$ cat src/rtl/reg_file_forwarding.sv
// reg_file_forwarding: 8x16 register file, two write ports, two combinational read ports
// with write-through forwarding; write port 2 wins on address conflicts.
module reg_file_forwarding #(
    parameter int DATA_WIDTH = 16,
    parameter int ADDR_WIDTH = 3,
    parameter int NUM_REGS   = 2**ADDR_WIDTH
) (
    input  logic                  clk,
    input  logic                  rst,
    input  logic                  we1,
    input  logic [ADDR_WIDTH-1:0] write_addr1,
    input  logic [DATA_WIDTH-1:0] write_data1,
    input  logic                  we2,
    input  logic [ADDR_WIDTH-1:0] write_addr2,
    input  logic [DATA_WIDTH-1:0] write_data2,
    input  logic [ADDR_WIDTH-1:0] read_addr1,
    input  logic [ADDR_WIDTH-1:0] read_addr2,
    output logic [DATA_WIDTH-1:0] read_data1,
    output logic [DATA_WIDTH-1:0] read_data2
);
    logic [DATA_WIDTH-1:0] regs [NUM_REGS];

    // Port 2 is assigned last so it overrides port 1 on a shared address.
    always_ff @(posedge clk or negedge rst) begin
        if (!rst) begin
            for (int i = 0; i < NUM_REGS; i++) regs[i] <= '0;
        end else begin
            if (we1) regs[write_addr1] <= write_data1;
            if (we2) regs[write_addr2] <= write_data2;
        end
    end

    always_comb begin
        read_data1 = !rst ? '0 :
                     (we2 && write_addr2 == read_addr1) ? write_data2 :
                     (we1 && write_addr1 == read_addr1) ? write_data1 : regs[read_addr1];
        read_data2 = !rst ? '0 :
                     (we2 && write_addr2 == read_addr2) ? write_data2 :
                     (we1 && write_addr1 == read_addr2) ? write_data1 : regs[read_addr2];
    end
endmodule

$ cat config.mk
export PLATFORM = sky130hd
export DESIGN_NAME = reg_file_forwarding
export DESIGN_NICKNAME = d
export VERILOG_FILES = /design/src/rtl/reg_file_forwarding.sv
export SDC_FILE = /design/constraint.sdc
export NUM_CORES = 1
export LEC_CHECK = 0
export ABC_AREA = 1
export BUFFER_PORTS_ARGS = -buffer_cell sky130_fd_sc_hd__buf_2
export CORE_ASPECT_RATIO = 0.5
export CORE_UTILIZATION = 25
export CTS_CLUSTER_SIZE = 25
export DETAILED_ROUTE_END_ITERATION = 10
export RECOVER_POWER = 25
export SLEW_MARGIN = 20
export SYNTH_ARGS = -nofsm -noshare
export SYNTH_HDL_FRONTEND = slang
export SYNTH_SLANG_ARGS = --single-unit
$ cat constraint.sdc
create_clock -name clk -period 2.9 [get_ports clk]
set_clock_uncertainty 0.1 [all_clocks]
set_input_delay 0.29 -clock clk [delete_from_list [all_inputs] [get_ports clk]]
set_output_delay 0.29 -clock clk [all_outputs]
set_load 0.05 [all_outputs]
==> flow_summary.yaml <==
global_routing:
  grt_pass1_wl_mm: 62.3
  grtUsageTotal: 0.204
  antenna_found_initial: 3
  grt-ovfl-total: 0
  grt_max_degree: 65
  grt_pass1_vias: 10594
route:
  vias: 11339
  finalWirelength_mm: 40.7
  drt-pass1-iter-count: 8
  wl_per_cell_um: 19.2
  drc: 0
  drt_iter0_drc: 1546
  ant_nets: 0
  vias_per_cell: 5.33
critical_path:
  cp-end-kind: "output pin"
  critPathLaunchType: "input pin"
  critPathRequiredTime_ns: 2.51
  worstPathArrival_ns: 2.14
  critical_path_class: "in2out"
  critPathMaxFanout: 19
clocking:
  clockBufferDepth: 2
  cts.sinks: 128
  cts_buffers: 17
  root_buffer: "clkbuf_16"
  insertion_delay_ns: 0.44
  clkSlewWorstSetupHoldPaths_ns: 0.07
  htreeDepth: 4
  cts_tree: "yes"
final_layout:
  syn_to_final_growth_pct: 15.3
  top_regs: "regs: 128 flops"
  largest-register: "regs"
  fin_cells: 2126
  drive_gt1_frac: 0.120
  largest_reg_flops: 128
  fin_nets: 1639
yosys:
  synth_area_leaders: "dfrtp_1, nand2_1, nand3_1"
  synth_edf_count: 0
  synthesis.nets: 1628
  synth_common_cells: "nand2_1, nand3_1, dfrtp_1, nor2_1, a31oi_1"
  avgSynthCellArea_sq_um: 6.15
  synth-seq-cells: 128
  syn-instance-count: 1580
  synth_top_cell_by_area: "dfrtp_1"
  netlist_area_sq_um: 9710
  synthFlopType: "dfrtp_1"
  ys.warnings.count: 0
  ys_types: 23
  ys_seq_area_frac: 0.330
  synth_most_common_cell: "nand2_1"
  yosys.area.top_type_share: 0.330
  async_reset_ff_frac: 1.00
status:
  violations: "capacitance limit, slew limit"
  status: "finished, violations left"
place:
  dp.cells: 2091
  io_buffers: 79
  gp_congestion: 0.928
  hpwl_mm: 27.0
power:
  swShare: 0.380
  ir_drop_uv: 259
  clock_power_share: 0.344
  power.leakage_nw: 5.42
  intPower_mw: 4.20
  seq_power_share: 0.370
  comb_power_share: 0.286
  p_per_area_nw_per_um2: 605
  p_switching_mw: 2.58
hold_path:
  hp-class: "in2reg"
timing:
  grt_setup_unrepaired: "false"
  fin_crit_ns: 2.53
  timing.hold.ws_ns: 0.0854
  maxSlewViolCount: 32
  max_freq_mhz: 395
  hold_viol: 0
  setup-tns-final_ns: 0
  setup_violations: 0
  maxSlewHeadroom: -0.00264
  period_share: 0.874
  worstMarginPinSlew_ns: 1.50
floorplanning:
  core_sq_um: 37800
  die-height_um: 141
  pin_count: 80
  fp.dieW_um: 281
  die_area_sq_um: 39700
  start_util: 0.257
  core.rowCount: 50
run:
  maxCapViolations: 1
[power groups by stage]
stage	Clock (mW)	Sequential (mW)	Combinational [mW]
6_report	2.33	2.51	1.94
5_1_grt	2.43	2.55	2.15
4_1_cts	2.34	2.49	1.93
3_5_place_dp	0	2.51	1.92
3_3_place_gp	0	2.52	1.90
2_1_floorplan	0	2.43	1.40
[worst max-delay path, stage by stage]
cell     delay [ns]
buf_2          0.38
xor2_1         0.18
nor2_4         0.38
nand2_2        0.30
nand2_1        0.15
inv_1          0.05
a21oi_1        0.12
buf_2          0.28
[per-layer routing]
| layer | wire length (um) | up-vias | GRT usage |
|---|---|---|---|
| li1 | - | 5247 | - |
| met1 | 17100 | 5375 | 0.264 |
| met2 | 18500 | 609 | 0.326 |
| met3 | 3410 | 106 | 0.0410 |
| met4 | 1630 | 2 | 0.101 |
| met5 | 10 | - | 0 |
[cells in the final DEF (no fill, tap or decap), types with 2 or more instances in the layout]
cell type	count
inv_2	9
clkbuf_16	17
clkinvlp_4	3
dfrtp_1	128
nor2_2	4
buf_12	2
bufinv_16	3
o21ai_1	2
nor2_4	7
buf_2	76
nand3_1	323
a31oi_1	96
a21oi_1	32
diode_2	2
clkinv_4	3
nor3_1	16
o22ai_1	16
nand2_1	549
clkbuf_1	8
o21ai_0	49
nand2_2	5
inv_1	70
o211ai_1	16
inv_6	4
buf_4	56
nor2_1	104
[path summary, 6_finish.rpt]
kind,slack (ns),end,cells after the start,from
worst max register to register,1.88,regs[10]$_DFF_PN0_,2,regs[10]$_DFF_PN0_
max in group asynchronous,0.85,regs[8]$_DFF_PN0_,3,rst
min in group asynchronous,0.25,regs[29]$_DFF_PN0_,2,rst
worst min register to register,0.46,regs[94]$_DFF_PN0_,2,regs[94]$_DFF_PN0_
worst min-delay path,0.09,regs[95]$_DFF_PN0_,3,write_data2[15]
worst max-delay path,0.37,read_data2[6],8,read_addr2[2]
[area by class of cell]
cell class / instances / area (sq um)
flip-flops and latches: 128 / 3200
diodes: 2 / 5.00
clock inverters: 14 / 179
fillers: 4175 / 26600
well taps: 520 / 651
inverters: 80 / 303
repair buffers: 144 / 892
clock buffers: 18 / 439
multi-input cells: 1220 / 5530
[metrics by stage]
stage | cell area, sq um | total power [mW] | worst slack, ns | util
global route | 11200 | 7.14 | 0.190 | 0.296
detailed placement | 10600 | 4.44 | 0.407 | 0.280
global placement | 10600 | 4.41 | 0.476 | 0.280
floorplan | 9710 | 3.83 | 0.618 | -
finish | 11200 | 6.78 | 0.367 | 0.296
CTS | 11200 | 6.75 | 0.409 | 0.296
[cells by family after synthesis]
family / synth area share
buffers and inverters: 0.101
AOI/OAI and AO/OA: 0.127
and+or+nand+nor: 0.441
DFF: 0.330
xor gates and xnor gates: 0.000902
[what timing repair did]
action	4_1_cts	5_1_grt
resized for setup	0	0
hold buffers	1	0
endpoints found under the hold margin	17	0
buffers inserted	0	0
Note: power is estimated with default switching activity, not from simulation.
